==> config.mk <==
export PLATFORM = sky130hd
export DESIGN_NAME = bus_terminal_fifo
export DESIGN_NICKNAME = d
export VERILOG_FILES = /design/src/rtl/bus_terminal_fifo.sv
export SDC_FILE = /design/constraint.sdc
export NUM_CORES = 1
export LEC_CHECK = 0
export ABC_CLOCK_PERIOD_IN_PS = 4800
export BUFFER_PORTS_ARGS = -buffer_cell sky130_fd_sc_hd__buf_2
export CAP_MARGIN = 20
export CORE_ASPECT_RATIO = 1.25
export CORE_MARGIN = 1
export CORE_UTILIZATION = 59
export CTS_CLUSTER_SIZE = 28
export DETAILED_ROUTE_END_ITERATION = 10
export PLACE_DENSITY = 0.83
export RECOVER_POWER = 25
export SYNTH_ARGS = -nofsm -noshare
export SYNTH_HDL_FRONTEND = slang
export SYNTH_SLANG_ARGS = --single-unit
==> constraint.sdc <==
create_clock -name clk -period 4.8 [get_ports clk]
set_input_delay 0.24 -clock clk [delete_from_list [all_inputs] [get_ports clk]]
set_output_delay 0.24 -clock clk [all_outputs]
set_load 0.05 [all_outputs]
==> src/rtl/bus_terminal_fifo.sv <==
// Bus terminal endpoint: a TX FIFO that feeds one bus driver slot and an RX FIFO that
// takes bus deliveries filtered by destination ID. Both FIFOs are first-word-fall-through.
module bus_terminal_fifo #(
  parameter int          pckg_sz   = 16,
  parameter int          depth     = 8,
  parameter logic [7:0]  id        = 8'd0,
  parameter logic [7:0]  broadcast = 8'hFF
) (
  input  logic                       clk,
  input  logic                       reset,
  input  logic                       wr_en,
  input  logic [pckg_sz-1:0]         wr_data,
  output logic                       tx_full,
  output logic [$clog2(depth):0]     tx_count,
  output logic                       pndng,
  output logic [pckg_sz-1:0]         D_pop,
  input  logic                       pop,
  input  logic                       push,
  input  logic [pckg_sz-1:0]         D_push,
  input  logic                       rd_en,
  output logic [pckg_sz-1:0]         rd_data,
  output logic                       rx_valid,
  output logic [7:0]                 tx_ovf_cnt,
  output logic [7:0]                 rx_ovf_cnt,
  output logic [7:0]                 rx_mis_cnt,
  output logic                       pop_err
);

  localparam int AW = $clog2(depth);
  localparam int CW = AW + 1;
  localparam logic [CW-1:0] FULL_CNT = CW'(depth);

  // ---------------- TX FIFO ----------------
  logic [pckg_sz-1:0] tx_mem [depth];
  logic [AW-1:0]      tx_wr_ptr_reg;
  logic [AW-1:0]      tx_rd_ptr_reg;
  logic [CW-1:0]      tx_cnt_reg;
  logic               pop_err_reg;
  logic               tx_do_pop;
  logic               tx_do_wr;
  logic               tx_ovf_ev;

  assign pndng     = (tx_cnt_reg != '0);
  assign tx_full   = (tx_cnt_reg == FULL_CNT);
  assign tx_count  = tx_cnt_reg;
  assign D_pop     = tx_mem[tx_rd_ptr_reg];
  assign pop_err   = pop_err_reg;
  assign tx_do_pop = pop && pndng;
  // A write into a full FIFO still fits when the head leaves in the same cycle.
  assign tx_do_wr  = wr_en && (!tx_full || tx_do_pop);
  assign tx_ovf_ev = wr_en && !tx_do_wr;

  always_ff @(posedge clk) begin
    if (tx_do_wr && !reset) begin
      tx_mem[tx_wr_ptr_reg] <= wr_data;
    end
  end

  always_ff @(posedge clk) begin
    if (reset) begin
      tx_wr_ptr_reg <= '0;
      tx_rd_ptr_reg <= '0;
      tx_cnt_reg    <= '0;
      pop_err_reg   <= 1'b0;
    end else begin
      if (tx_do_wr) begin
        tx_wr_ptr_reg <= tx_wr_ptr_reg + AW'(1);
      end
      if (tx_do_pop) begin
        tx_rd_ptr_reg <= tx_rd_ptr_reg + AW'(1);
      end
      if (tx_do_wr && !tx_do_pop) begin
        tx_cnt_reg <= tx_cnt_reg + CW'(1);
      end else if (!tx_do_wr && tx_do_pop) begin
        tx_cnt_reg <= tx_cnt_reg - CW'(1);
      end
      if (pop && !pndng) begin
        pop_err_reg <= 1'b1;
      end
    end
  end

  // ---------------- RX FIFO ----------------
  logic [pckg_sz-1:0] rx_mem [depth];
  logic [AW-1:0]      rx_wr_ptr_reg;
  logic [AW-1:0]      rx_rd_ptr_reg;
  logic [CW-1:0]      rx_cnt_reg;
  logic [7:0]         rx_dest;
  logic               rx_match;
  logic               rx_full;
  logic               rx_do_rd;
  logic               rx_do_wr;
  logic               rx_ovf_ev;
  logic               rx_mis_ev;

  assign rx_dest   = D_push[pckg_sz-1 -: 8];
  assign rx_match  = (rx_dest == id) || (rx_dest == broadcast);
  assign rx_full   = (rx_cnt_reg == FULL_CNT);
  assign rx_valid  = (rx_cnt_reg != '0);
  assign rd_data   = rx_mem[rx_rd_ptr_reg];
  assign rx_do_rd  = rd_en && rx_valid;
  assign rx_do_wr  = push && rx_match && (!rx_full || rx_do_rd);
  assign rx_ovf_ev = push && rx_match && !rx_do_wr;
  assign rx_mis_ev = push && !rx_match;

  always_ff @(posedge clk) begin
    if (rx_do_wr && !reset) begin
      rx_mem[rx_wr_ptr_reg] <= D_push;
    end
  end

  always_ff @(posedge clk) begin
    if (reset) begin
      rx_wr_ptr_reg <= '0;
      rx_rd_ptr_reg <= '0;
      rx_cnt_reg    <= '0;
    end else begin
      if (rx_do_wr) begin
        rx_wr_ptr_reg <= rx_wr_ptr_reg + AW'(1);
      end
      if (rx_do_rd) begin
        rx_rd_ptr_reg <= rx_rd_ptr_reg + AW'(1);
      end
      if (rx_do_wr && !rx_do_rd) begin
        rx_cnt_reg <= rx_cnt_reg + CW'(1);
      end else if (!rx_do_wr && rx_do_rd) begin
        rx_cnt_reg <= rx_cnt_reg - CW'(1);
      end
    end
  end

  // ---------------- saturating event counters ----------------
  logic [2:0] sat_ev;
  assign sat_ev = {rx_mis_ev, rx_ovf_ev, tx_ovf_ev};

  for (genvar gi = 0; gi < 3; gi++) begin : g_sat
    logic [7:0] cnt_reg;
    always_ff @(posedge clk) begin
      if (reset) begin
        cnt_reg <= '0;
      end else if (sat_ev[gi] && (cnt_reg != 8'hFF)) begin
        cnt_reg <= cnt_reg + 8'd1;
      end
    end
  end

  assign tx_ovf_cnt = g_sat[0].cnt_reg;
  assign rx_ovf_cnt = g_sat[1].cnt_reg;
  assign rx_mis_cnt = g_sat[2].cnt_reg;

endmodule

==> impl_metrics.json <==
{
  "rows": 58,
  "syn-num-nets": 720,
  "maxCapViolations": 0,
  "dr.first_iter.drc_count": 463,
  "vias_per_cell": 5.92,
  "ctsHoldBuffers": 29,
  "synth.distinct_cells": 50,
  "wirelength_um": 23900,
  "drtAntennaViolNets": 0,
  "ys.flop_type": "edfxtp_1",
  "critPathMaxStageDelay_ns": 0.52,
  "synth_most_common_cell": "edfxtp_1",
  "critPathCapture": "rx_cnt_reg[3]",
  "synth_edf_count": 256,
  "irDropWorstVdd_v": 0.000570,
  "drtPass1Iterations": 5,
  "synthToLayoutAreaGrowth_pct": 16.3,
  "setup_viol": 0,
  "yosys.area.top_type": "edfxtp_1",
  "die_h_um": 162,
  "postSynthCellCount": 667,
  "synthArstFlopShare_pct": 0,
  "worstPathRequired_ns": 5.26,
  "start_kind": "input port",
  "cts_tree": "built",
  "ctsResizeCount": 0,
  "fmax_ghz": 0.305,
  "reg2reg_slack_ns": 1.58,
  "postCtsSetupRepairBufs": 0,
  "design_area_mm2": 0.0141,
  "wl_per_cell_um": 21.7,
  "grt_pass1_vias": 7019,
  "min_path_type": "in2reg",
  "top_regs": "rx_mem: 128 flops, tx_mem: 128 flops",
  "dp.cells": 1022,
  "yosysTopAreaCellShare_pct": 63.2,
  "finalNonFillerCells": 1102,
  "cts_max_path_buffers": 3,
  "layout_worst_path_cycle_share_pct": 68.3,
  "fin_worst_skew_ns": 0.0115,
  "synth_warnings": 0,
  "critical_path_class": "in2reg",
  "cp.arrival_ns": 3.74,
  "numPortBuffers": 101,
  "outcome": "finished, final reports clean",
  "p_per_area_mw_per_mm2": 467,
  "place_congestion": 0.858,
  "drive_above_1_share_pct": 29.8,
  "endpoint_kind": "flip-flop",
  "start_util_pct": 60.2,
  "r2r_cells": 13,
  "synth.area.top_cells": "edfxtp_1 (63%), mux4_2 (12%), dfxtp_1 (8.4%), mux2_2 (3.0%), nor2_1 (1.4%)",
  "overflow": 0,
  "dieArea_mm2": 0.0212,
  "nNetsFinal": 865,
  "cts-htree-levels": 1,
  "dpl_cell_area_mm2": 0.0131,
  "syn-cell-area_mm2": 0.0122,
  "synth_seq_cells": 307,
  "fin_crit_ns": 3.28,
  "finalMaxSlewViolations": 0,
  "grt_first_pass_wirelength_um": 37000,
  "cts_buffers": 28,
  "yosys-top-cells-count": "edfxtp_1 (256), mux4_2 (64), dfxtp_1 (51)",
  "drc_errors": 0,
  "timing.slew.headroom_pct": 27.5,
  "clk_latency_ns": 0.53,
  "antenna_cells": 0,
  "grt_max_degree": 40,
  "reg2reg_from": "rx_cnt_reg[0]",
  "hold_viol_final": 0,
  "worst_slew_pin_slew_ns": 1.09,
  "final_util_pct": 70.1,
  "cts_root_buffer": "clkbuf_16",
  "r2r-end": "rx_cnt_reg[3]",
  "grt_setup_unrepaired": "false",
  "leakage_nw": 4.67,
  "hpwl_um": 14200,
  "path_max_fanout": 10,
  "crit_slowest_cell": "dlygate4sd3_1",
  "ios": 102,
  "worstSetupStartpoint": "D_push[14]",
  "fin_tns_setup_ns": 0,
  "coreArea_mm2": 0.0202,
  "cts.sinks": 307,
  "fp.dieW_um": 130,
  "grt_util_all_layers_pct": 23.6,
  "synth_area_per_cell_um2": 18.2,
  "antenna_found_initial": 0,
  "clkTransAtPathRegs_ns": 0.06,
  "worstPathCellList": "dlygate4sd3_1, clkbuf_1, nand4_1, nor2_2, o21a_2, nand2_1, inv_1, ha_1, inv_1, ha_1, a21o_1, a21oi_1, xnor2_1, or3_1, a21oi_1",
  "seq_area_frac_synth_pct": 71.6,
  "via_count": 6529
}
[where the power goes]
part / internal, mW / leakage (nW) / switching, mW
Sequential: 2.97 / 2.72 / 0.0780
Clock: 1.08 / 0.383 / 0.896
Combinational: 0.620 / 1.57 / 0.970
[layout make-up]
cell class	count	area, um^2
Fill cell	1313	6030
Clock inverter	12	68.8
Multi-Input combinational cell	322	3380
Tap cell	270	338
Sequential cell	307	8710
Clock buffer	38	738
Timing Repair Buffer	142	865
Inverter	11	41.3
[stage by stage]
stage | power, mW | worst slack [ns] | hold slack (ns)
2_1_floorplan | 4.35 | 1.33 | 0.339
3_3_place_gp | 4.62 | 1.68 | 0.442
3_5_place_dp | 4.68 | 1.62 | 0.459
4_1_cts | 6.66 | 1.60 | 0.00339
5_1_grt | 6.88 | 1.31 | 0.0279
6_report | 6.61 | 1.52 | 0.0352
[cell families after synthesis]
kind of cell               Yosys count  synth area share [%]
muxes                              100                  15.2
adders and majority gates           15                  1.67
DFF                                307                  71.6
xor gates and xnor gates            22                  1.59
buffers and inverters               38                  1.25
AOI/OAI and AO/OA                   50                  2.74
and+or+nand+nor                    135                  5.96
[worst min path at each step]
stage | startpoint | end | slack (ns) | depth (start not counted)
after floorplan | D_push[0] | rx_mem[0][0] | 0.34 | 0
after global placement | pop_err | pop_err | 0.44 | 1
after detailed placement | pop_err | pop_err | 0.46 | 1
after CTS | D_push[13] | rx_mem[1][13] | 0.003 | 1
after global routing | pop | tx_rd_ptr_reg[1] | 0.03 | 3
final | pop | tx_rd_ptr_reg[1] | 0.04 | 3
[placed cells by master, fill, tap and decap left out, types with 3 or more instances in the layout]
master and count:
or3_1 9, edfxtp_1 256, a211oi_1 3, inv_1 11, buf_4 11, and4_1 3
o21ai_0 10, mux2i_1 4, nand3_1 14, dlygate4sd3_1 29, nand2_1 20, a21oi_1 19
nand2b_1 3, nor3_1 4, xor2_1 9, buf_2 78, nor2_1 38, mux4_2 64
clkinv_1 7, clkbuf_16 28, o31ai_1 3, nor3_4 4, xnor2_1 13, nor4_1 4
dfxtp_1 49, ha_1 13, nand4_1 6, clkbuf_1 33, nor2_2 7, or4_1 4
mux2_2 32
[critical path, delay by kind of cell]
kind | cells | cell delay (ns)
xor+xnor | 1 | 0.09
simple gates | 4 | 1.14
buf+inv | 4 | 1.03
compound gates | 4 | 0.76
fa+ha+maj | 2 | 0.47
[metal layers]
layer  track usage [%]  up-vias  part of all wire [%]
li1                  -     2960                     -
met1              27.7     3315                    38
met2              42.7      188                    54
met3              3.94       66                   4.8
met4              9.67        0                   3.4
met5                 0        -                     0
No activity file was read; power rests on OpenSTA's default activity.
